==> src/rtl/mips_pkg.sv <==
// ============================================================================
// Module   : mips_pkg
// Purpose  : Shared constants and fetch FSM encoding for the MIPS front end.
// Revision : 1.0 - initial release
// ============================================================================
`default_nettype none

package mips_pkg;

  localparam logic [31:0] NOP_INSTR        = 32'h0000_0000;
  localparam logic [31:0] HALT_INSTR       = 32'hFFFF_FFFF;
  localparam logic [31:0] RESET_PC_DEFAULT = 32'h0000_0000;

  typedef enum logic [1:0] {
    ST_BOOT = 2'd0,
    ST_RUN  = 2'd1,
    ST_HALT = 2'd2
  } fetch_state_t;

endpackage : mips_pkg

`default_nettype wire

==> src/rtl/mips_if_perf_ctr.sv <==
// ============================================================================
// Module   : mips_if_perf_ctr
// Purpose  : Free-running 32-bit event counter, wraps at 2^32.
// Revision : 1.0 - initial release
// ============================================================================
`default_nettype none

module mips_if_perf_ctr #(
  parameter int WIDTH = 32
) (
  input  logic             clk,
  input  logic             reset,
  input  logic             inc,
  output logic [WIDTH-1:0] count
);

  logic [WIDTH-1:0] r_count;

  always_ff @(posedge clk or posedge reset) begin
    if (reset) begin
      r_count <= '0;
    end else if (inc) begin
      r_count <= r_count + 1'b1;
    end
  end

  assign count = r_count;

endmodule : mips_if_perf_ctr

`default_nettype wire

==> src/rtl/mips_if_stage.sv <==
// ============================================================================
// Module   : mips_if_stage
// Purpose  : MIPS instruction-fetch stage with IF/ID register and BOOT/RUN/HALT
//            control. Performance counters built only with MIPS_IF_PERF_EN.
// Revision : 1.0 - initial release
// ============================================================================
`default_nettype none

module mips_if_stage
  import mips_pkg::*;
#(
  parameter logic [31:0] RESET_PC = RESET_PC_DEFAULT,
  parameter logic [31:0] PC_STEP  = 32'd4
) (
  input  logic        clk,
  input  logic        reset,
  input  logic        clk_en,
  input  logic        stall,
  input  logic        branch_taken,
  input  logic [31:0] branch_target,
  output logic [31:0] imem_addr,
  input  logic [31:0] imem_rdata,
  output logic [31:0] pc,
  output logic [31:0] instr_if,
  output logic [31:0] next_pc_if,
  output logic        valid_if,
  output logic        halted,
  output logic [31:0] fetch_count,
  output logic [31:0] flush_count,
  output logic [31:0] stall_count
);

  fetch_state_t r_state, w_state_nxt;
  logic [31:0]  r_pc, w_pc_nxt;
  logic [31:0]  r_instr, w_instr_nxt;
  logic [31:0]  r_next_pc, w_next_pc_nxt;
  logic         r_valid, w_valid_nxt;
  logic [31:0]  w_pc_inc;
  logic         w_unused;

  // 32-bit add wraps naturally modulo 2^32
  assign w_pc_inc = r_pc + PC_STEP;
  // Redirect targets are word-aligned; the low bits are dropped
  assign w_unused = ^branch_target[1:0];

  always_ff @(posedge clk or posedge reset) begin
    if (reset) begin
      r_state   <= ST_BOOT;
      r_pc      <= RESET_PC;
      r_instr   <= NOP_INSTR;
      r_next_pc <= RESET_PC;
      r_valid   <= 1'b0;
    end else begin
      r_state   <= w_state_nxt;
      r_pc      <= w_pc_nxt;
      r_instr   <= w_instr_nxt;
      r_next_pc <= w_next_pc_nxt;
      r_valid   <= w_valid_nxt;
    end
  end

  always_comb begin
    w_state_nxt   = r_state;
    w_pc_nxt      = r_pc;
    w_instr_nxt   = r_instr;
    w_next_pc_nxt = r_next_pc;
    w_valid_nxt   = r_valid;
    if (clk_en) begin
      unique case (r_state)
        ST_BOOT: begin
          w_state_nxt = ST_RUN;
        end
        ST_RUN: begin
          // Redirect wins over stall and also suppresses a coincident HALT word
          if (branch_taken) begin
            w_pc_nxt    = {branch_target[31:2], 2'b00};
            w_instr_nxt = NOP_INSTR;
            w_valid_nxt = 1'b0;
          end else if (!stall) begin
            w_pc_nxt      = w_pc_inc;
            w_instr_nxt   = imem_rdata;
            w_next_pc_nxt = w_pc_inc;
            w_valid_nxt   = 1'b1;
            if (imem_rdata == HALT_INSTR) begin
              w_state_nxt = ST_HALT;
            end
          end
        end
        ST_HALT: begin
          w_instr_nxt = NOP_INSTR;
          w_valid_nxt = 1'b0;
        end
        default: begin
          w_state_nxt = ST_BOOT;
        end
      endcase
    end
  end

  assign imem_addr  = r_pc;
  assign pc         = r_pc;
  assign instr_if   = r_instr;
  assign next_pc_if = r_next_pc;
  assign valid_if   = r_valid;
  assign halted     = (r_state == ST_HALT);

`ifdef MIPS_IF_PERF_EN
  logic w_run_en;
  logic w_fetch_evt;
  logic w_flush_evt;
  logic w_stall_evt;

  assign w_run_en    = clk_en && (r_state == ST_RUN);
  assign w_fetch_evt = w_run_en && !branch_taken && !stall;
  assign w_flush_evt = w_run_en && branch_taken;
  assign w_stall_evt = w_run_en && !branch_taken && stall;

  mips_if_perf_ctr #(.WIDTH(32)) u_fetch_ctr (
    .clk   (clk),
    .reset (reset),
    .inc   (w_fetch_evt),
    .count (fetch_count)
  );

  mips_if_perf_ctr #(.WIDTH(32)) u_flush_ctr (
    .clk   (clk),
    .reset (reset),
    .inc   (w_flush_evt),
    .count (flush_count)
  );

  mips_if_perf_ctr #(.WIDTH(32)) u_stall_ctr (
    .clk   (clk),
    .reset (reset),
    .inc   (w_stall_evt),
    .count (stall_count)
  );
`else
  assign fetch_count = 32'd0;
  assign flush_count = 32'd0;
  assign stall_count = 32'd0;
`endif

endmodule : mips_if_stage

`default_nettype wire

==> config.mk <==
export PLATFORM = sky130hd
export DESIGN_NAME = mips_if_stage
export DESIGN_NICKNAME = d
export VERILOG_FILES = /design/src/rtl/mips_pkg.sv /design/src/rtl/mips_if_perf_ctr.sv /design/src/rtl/mips_if_stage.sv
export SDC_FILE = /design/constraint.sdc
export NUM_CORES = 1
export LEC_CHECK = 0
export CORE_AREA = 4 4 124 126
export DETAILED_ROUTE_END_ITERATION = 12
export DIE_AREA = 0 0 128 130
export PLACE_DENSITY_LB_ADDON = 0.2
export SYNTH_ARGS = -nofsm -noshare
export SYNTH_HDL_FRONTEND = slang
export SYNTH_HIERARCHICAL = 1
export SYNTH_SLANG_ARGS = --single-unit
==> constraint.sdc <==
create_clock -name clk -period 3.75 [get_ports clk]
set_clock_uncertainty 0.2 [all_clocks]
set_input_delay 0.75 -clock clk [delete_from_list [all_inputs] [get_ports clk]]
set_output_delay 0.75 -clock clk [all_outputs]
set_load 0.005 [all_outputs]
== Yosys cells after proc, flatten, opt, wreduce, memory -nomap -nowiden ==
Cells that the tools add are included.

* Add/sub/neg operators: 1
* Equality and inequality tests: 8
* Muxes and demuxes: 12
* Bitwise logic cells: 3
* Reduce and logical (&&, ||, !) cells: 6

{| class="wikitable"
|+ Operators by type and width
! operator !! number
|-
| $mux W32 || 4
|-
| $pmux W32 S2 || 1
|-
| $add A32 B3 Y32 const B || 1
|-
| $eq A32 B32 Y1 const B || 1
|-
| $mux W2 || 3
|-
| $ne A2 B2 Y1 const B || 3
|-
| $pmux W2 S3 || 1
|-
| $reduce_and A3 Y1 || 2
|-
| $reduce_and A5 Y1 || 1
|-
| $reduce_and A4 Y1 || 1
|-
| $ne A3 B3 Y1 const B || 1
|-
| $not A1 Y1 || 3
|-
| $eq A2 B1 Y1 const B || 1
|-
| $eq A2 B2 Y1 const B || 1
|-
| $logic_not A2 Y1 || 1
|-
| $mux W1 || 2
|-
| $ne A2 B1 Y1 const B || 1
|-
| $pmux W1 S2 || 1
|-
| $reduce_bool A2 Y1 || 1
|}

* Register bits after elaboration: 99
* Bits of input ports: 69
* Output and inout port bits: 226
* Logic and storage cells: 35

== Logic depth before layout (Yosys ltp) ==
Gate-level depths: netlist of run 1.

* Depth in word-level cells: 5
* Gate-level depth with buffers: 7
* Gate-level depth less buffers: 6

== Worst setup path before layout of run 1 ==
OpenSTA, ideal clock, no wires.

* Path type: in2reg
* Start point: input port branch_taken
* End point: register r_next_pc[17], in the netlist next_pc_if[17]
* Library setup time: 0.124 ns
* Data arrival time: 1.871 ns
* Data required time: 3.426 ns
* Slack: 1.555 ns
* Stages on the path: 5
* Path buffers: 3
* Cells stage by stage: buf_2 > or3_1 > buf_2 > buf_2 > a211o_1

* Word-level cells in the longest chain between the ends: 2

{| class="wikitable"
|+ Ends and longest elaborated chain
! element !! RTL line !! text
|-
| start: declaration || mips_if_stage.sv:19 || <nowiki>input logic branch_taken,</nowiki>
|-
| $not A1 Y1 (no line) || -- ||
|-
| $reduce_and A4 Y1 (no line) || -- ||
|-
| end signal: assignment || mips_if_stage.sv:57 || <nowiki>r_next_pc <= w_next_pc_nxt;</nowiki>
|-
| end: declaration || mips_if_stage.sv:36 || <nowiki>logic [31:0] r_next_pc, w_next_pc_nxt;</nowiki>
|}

Every way passes these cells.
A chain may end at the register's enable or synchronous reset.

== Worst setup path after layout of run 1 ==
* Start point: input port clk_en
* End point: register r_pc[22], in the netlist imem_addr[22]

* Word-level cells in the longest chain between the ends: 1

{| class="wikitable"
|+ Ends and longest elaborated chain
! element !! RTL line !! text
|-
| start: declaration || mips_if_stage.sv:17 || <nowiki>input logic clk_en,</nowiki>
|-
| $reduce_and A3 Y1 (no line) || -- ||
|-
| end signal: assignment || mips_if_stage.sv:55 || <nowiki>r_pc <= w_pc_nxt;</nowiki>
|-
| end: declaration || mips_if_stage.sv:34 || <nowiki>logic [31:0] r_pc, w_pc_nxt;</nowiki>
|}

Every way passes these cells.

==> flow_summary.json, run 1 <==
{
  "maxSlewHeadroom_pct": 55.4,
  "final_area_um2": 7320,
  "worstPathArrival_ns": 2.97,
  "fin_crit_ns": 2.93,
  "cp-end-kind": "flop",
  "final_cell_mix": "190 x clkdlybuf4s50_1, 102 x conb_1, 95 x dfrtp_1",
  "synth-edff-count": 0,
  "postSynthCellCount": 592,
  "die_area_um2": 16600,
  "fin_setup_tns_ns": 0,
  "final_nets": 811,
  "finalMaxSlewViolations": 0,
  "fmax_mhz": 341,
  "synth_top_cell_area_share_pct": 42.3,
  "ios": 295,
  "cap_violations": 0,
  "period_share_pct": 78.2,
  "final_layout_size_suffix_gt1_share_pct": 5.79,
  "min_path_type": "flop to flop",
  "worst_pin_slew_ns": 0.668,
  "gp_congestion": 0.764,
  "synth_seq_cells": 95,
  "grt_usage_pct": 17.1,
  "root_buffer": "clkbuf_16",
  "wl_per_cell_um": 15.9,
  "yosys_warnings": 6,
  "synth_flop_cell": "dfrtp_1",
  "core-area_um2": 14300,
  "crit_type": "input pin to flop",
  "holdWs_ns": 0.279,
  "drc": 0,
  "synth_top_area_cell": "dfrtp_1",
  "htreeDepth": 3,
  "grt_pass1_wl_mm": 22.5,
  "vdd_ir_drop_max_v": 0.000187,
  "dr.pass1.iters": 4,
  "gr-total-overflow": 0,
  "rsz0062_at_grt": "false",
  "p_total_uw": 3090,
  "critPathRequiredTime_ns": 3.79,
  "cts_hold_buf": 0,
  "num_antenna_cells": 0,
  "routed_wl_mm": 14.8,
  "numClockSinks": 95,
  "start_util_pct": 39.2,
  "vias_per_cell": 4.93,
  "num_rows": 44,
  "chipWidth_um": 128,
  "fp.dieH_um": 130,
  "setup_viol": 0,
  "synth_area_per_cell_um2": 9.49,
  "drtAntennaViolNets": 0,
  "syn2layout_area_growth_pct": 30.3,
  "p_leak_uw": 0.00317,
  "ys_top_cells_by_area": "dfrtp_1 42%, buf_4 18%, a22o_1 5.0%",
  "synth_cell_types": 59,
  "drtIter0Drc": 245,
  "worstSkewPairLatency_ns": 0.35,
  "clkSlewWorstSetupHoldPaths_ns": 0.06,
  "status": "finished, final reports clean",
  "dp_slack_ns": 0.452,
  "antenna_found_initial": 0,
  "async_reset_ff_share_pct": 100,
  "grt_max_degree": 50,
  "dpl_cell_area_um2": 7060,
  "layout_commonest_cell": "clkdlybuf4s50_1",
  "fin_ws_ns": 0.819,
  "post_cts_buffers": 0,
  "syn_area_um2": 5620,
  "via_count": 4574,
  "post_cts_resize_count": 0,
  "tritoncts.num_buffers": 9,
  "worstSetupStartpointType": "input pin",
  "powerDensity_nw_per_um2": 423,
  "grt_pass1_vias": 4406,
  "cts_tree": "yes",
  "worstPathMaxFanout": 35,
  "port_buffers": 190,
  "finalHoldViolCount": 0,
  "ys_seq_area_share_pct": 42.3,
  "clockBufferDepth": 2,
  "dp_hpwl_mm": 11.1
}
-- layout make-up --
class / count / area [µm²]
inverter: 6 / 26.3
fill: 1331 / 7000
clock buffer: 11 / 243
multi-input combinational: 429 / 2450
timing repair buffer: 200 / 1980
clock inverter: 2 / 10.0
sequential: 95 / 2380
tap: 184 / 230
-- critical path, cell delays in order --
cell and delay (ns):
clkdlybuf4s50_1 0.60, nand3b_2 0.20, or3_2 0.74, buf_4 0.35, o311ai_1 0.31
-- power breakdown --
part | total (µW) | internal (µW) | switching (µW)
Combinational | 895 | 558 | 337
Sequential | 1370 | 1180 | 188
Clock | 827 | 454 | 372
-- synth_stat cells (all sizes together) (2+ instances only) --
cell	n
a21o	4
a21oi	24
a221o	2
a22o	32
a22oi	4
a2bb2oi	9
a31oi	4
and3	10
and4	2
buf	141
clkbuf	20
dfrtp	95
inv	5
nand2	65
nand3	18
nand4	20
nor2	18
nor3	8
nor4	4
o21ai	45
o22ai	8
o2bb2ai	2
o311ai	4
o31a	2
or3	4
xnor2	10
xor2	15
-- per-layer routing --
metal | wire (µm) | global-route usage [%]
met1 | 5850 | 20.8
met2 | 7330 | 29.0
met3 | 1380 | 4.83
met4 | 221 | 6.49
met5 | 0 | 0
-- state kept, by name, indices dropped and copies added, names as in the netlist --
name and flops:
next_pc_if 30, valid_if 1, imem_addr 30, r_state 2
instr_if 32
-- through the flow --
step	std cells	util, %
CTS	927	51.1
floorplan	693	-
detailed placement	914	49.4
global route	927	51.1
global placement	914	49.4
finish	927	51.1
-- worst paths after layout --
path | from | end | slack, ns | cells after the start
hold reg to reg | next_pc_if[10] | next_pc_if[10] | 0.28 | 2
setup / recovery | clk_en | imem_addr[22] | 0.82 | 5
setup reg to reg | r_state[1] | imem_addr[22] | 1.34 | 4
min in group asynchronous | reset | instr_if[21] | 0.64 | 2
max in group asynchronous | reset | instr_if[24] | 1.91 | 3
hold / removal | next_pc_if[10] | next_pc_if[10] | 0.28 | 2
-- cell families (layout without fill, tap and decap cells) --
kind of cell,after synthesis,in the layout,synth area share (%)
fa+ha+maj,1,1,0.223
compound gates,146,146,17.7
xor+xnor,25,25,3.90
simple gates,154,154,14.7
buf+inv,169,219,21.0
other cells,1,102,0.0668
flops,95,95,42.3
mux,1,1,0.178
Power figures use the tool's default switching activity.
==> run 2, diff against run 1 <==
Clock period 3.75 ns to 2.73 ns, I/O delays scaled along.
==> flow_summary.json, run 2 (synthesized netlist as in run 1, its figures left out) <==
{
  "cap_violations": 0,
  "period_share_pct": 89.5,
  "numClockSinks": 95,
  "post_cts_buffers": 0,
  "layout_commonest_cell": "clkdlybuf4s50_1",
  "fin_ws_ns": 0.286,
  "vias_per_cell": 4.78,
  "fin_setup_tns_ns": 0,
  "grt_usage_pct": 16.8,
  "worstSkewPairLatency_ns": 0.35,
  "critPathRequiredTime_ns": 2.81,
  "drtAntennaViolNets": 0,
  "fin_crit_ns": 2.44,
  "routed_wl_mm": 14.6,
  "fmax_mhz": 409,
  "die_area_um2": 16600,
  "syn2layout_area_growth_pct": 33.0,
  "dp.cells": 924,
  "status": "finished, final reports clean",
  "grt_pass1_vias": 4193,
  "fillerInstances": 1310,
  "drtIter0Drc": 185,
  "post_cts_resize_count": 0,
  "dp_hpwl_mm": 11.0,
  "core-area_um2": 14300,
  "largest_reg_flops": 32,
  "clkSlewWorstSetupHoldPaths_ns": 0.07,
  "fp.dieH_um": 130,
  "start_util_pct": 39.2,
  "p_total_uw": 4410,
  "cts_hold_buf": 0,
  "grt_pass1_wl_mm": 22.0,
  "finalHoldViolCount": 0,
  "worst_pin_slew_ns": 1.08,
  "root_buffer": "clkbuf_16",
  "chipWidth_um": 128,
  "instances_no_fill": 940,
  "num_rows": 44,
  "port_buffers": 190,
  "crit_type": "input pin to flop",
  "cp-end-kind": "flop",
  "dr.pass1.iters": 4,
  "powerDensity_nw_per_um2": 590,
  "worstPathMaxFanout": 25,
  "via_count": 4491,
  "worstPathArrival_ns": 2.53,
  "multi_input_comb_area_um2": 2450,
  "setup_viol": 0,
  "wl_per_cell_um": 15.5,
  "finalMaxSlewViolations": 0,
  "clockBufferDepth": 2,
  "worstSetupStartpointType": "input pin",
  "rsz0062_at_grt": "false",
  "final_nets": 821,
  "maxSlewHeadroom_pct": 28.3,
  "utilization_pct": 52.2,
  "ios": 295,
  "layout.area.seq_um2": 2380,
  "final_cell_mix": "190 x clkdlybuf4s50_1, 102 x conb_1, 95 x dfrtp_1",
  "drc": 0,
  "min_path_type": "flop to flop",
  "vdd_ir_drop_max_v": 0.000278,
  "p_leak_uw": 0.00325,
  "final_layout_size_suffix_gt1_share_pct": 7.28,
  "htreeDepth": 3,
  "gr-total-overflow": 0,
  "antenna_found_initial": 0,
  "grt_max_degree": 96,
  "cts_tree": "yes",
  "gp_congestion": 0.783,
  "dp_slack_ns": -0.0752,
  "tritoncts.num_buffers": 9
}
[run 2: changes by cell type in the layout (fill, tap and decap cells not counted), sizes merged]
cell      previous run  this run
diode                0         1
bufinv               0         1
clkinv               3         2
clkinvlp             0         2
inv                  5         4
buf                 10        20
clkbuf              11        12
[run 2: layout make-up]
cell class	count	share of cell area, %
timing repair buffer	210	27.8
multi-input combinational	429	32.9
tap	184	3.08
clock buffer	12	3.43
clock inverter	3	0.570
inverter	6	0.369
antenna	1	0.0335
sequential	95	31.8
[run 2: per-layer routing]
layer  wire length, µm  track usage (%)
met1              6270             21.2
met4               178             5.68
met3              1160             4.83
met2              6970             27.6
met5                 0                0
[run 2: worst paths after layout]
kind | from | end | slack, ns | depth (start not counted)
max in group asynchronous | reset | imem_addr[27] | 1.45 | 3
setup / recovery | clk_en | instr_if[19] | 0.29 | 6
hold reg to reg | next_pc_if[10] | next_pc_if[10] | 0.28 | 2
setup reg to reg | imem_addr[2] | imem_addr[20] | 0.49 | 7
hold / removal | next_pc_if[10] | next_pc_if[10] | 0.28 | 2
min in group asynchronous | reset | next_pc_if[3] | 0.51 | 3
[run 2: through the flow]
step	area [µm²]	hold slack [ns]
after floorplan	6000	0.270
after global placement	7170	0.262
after detailed placement	7170	0.269
after CTS	7460	0.285
after global routing	7460	0.306
final	7470	0.278
[run 2: report_power, final]
group / internal [µW] / leakage (µW) / total [µW] / switching [µW]
clock: 754 / 0.000145 / 1270 / 520
combinational: 785 / 0.00192 / 1260 / 477
sequential: 1620 / 0.00118 / 1870 / 246
[run 2: critical path, stage by stage]
cell and delay [ns]:
clkdlybuf4s50_1 0.49, nand3b_2 0.19, a21oi_2 0.06, a21oi_2 0.78, buf_4 0.31, a22o_1 0.14
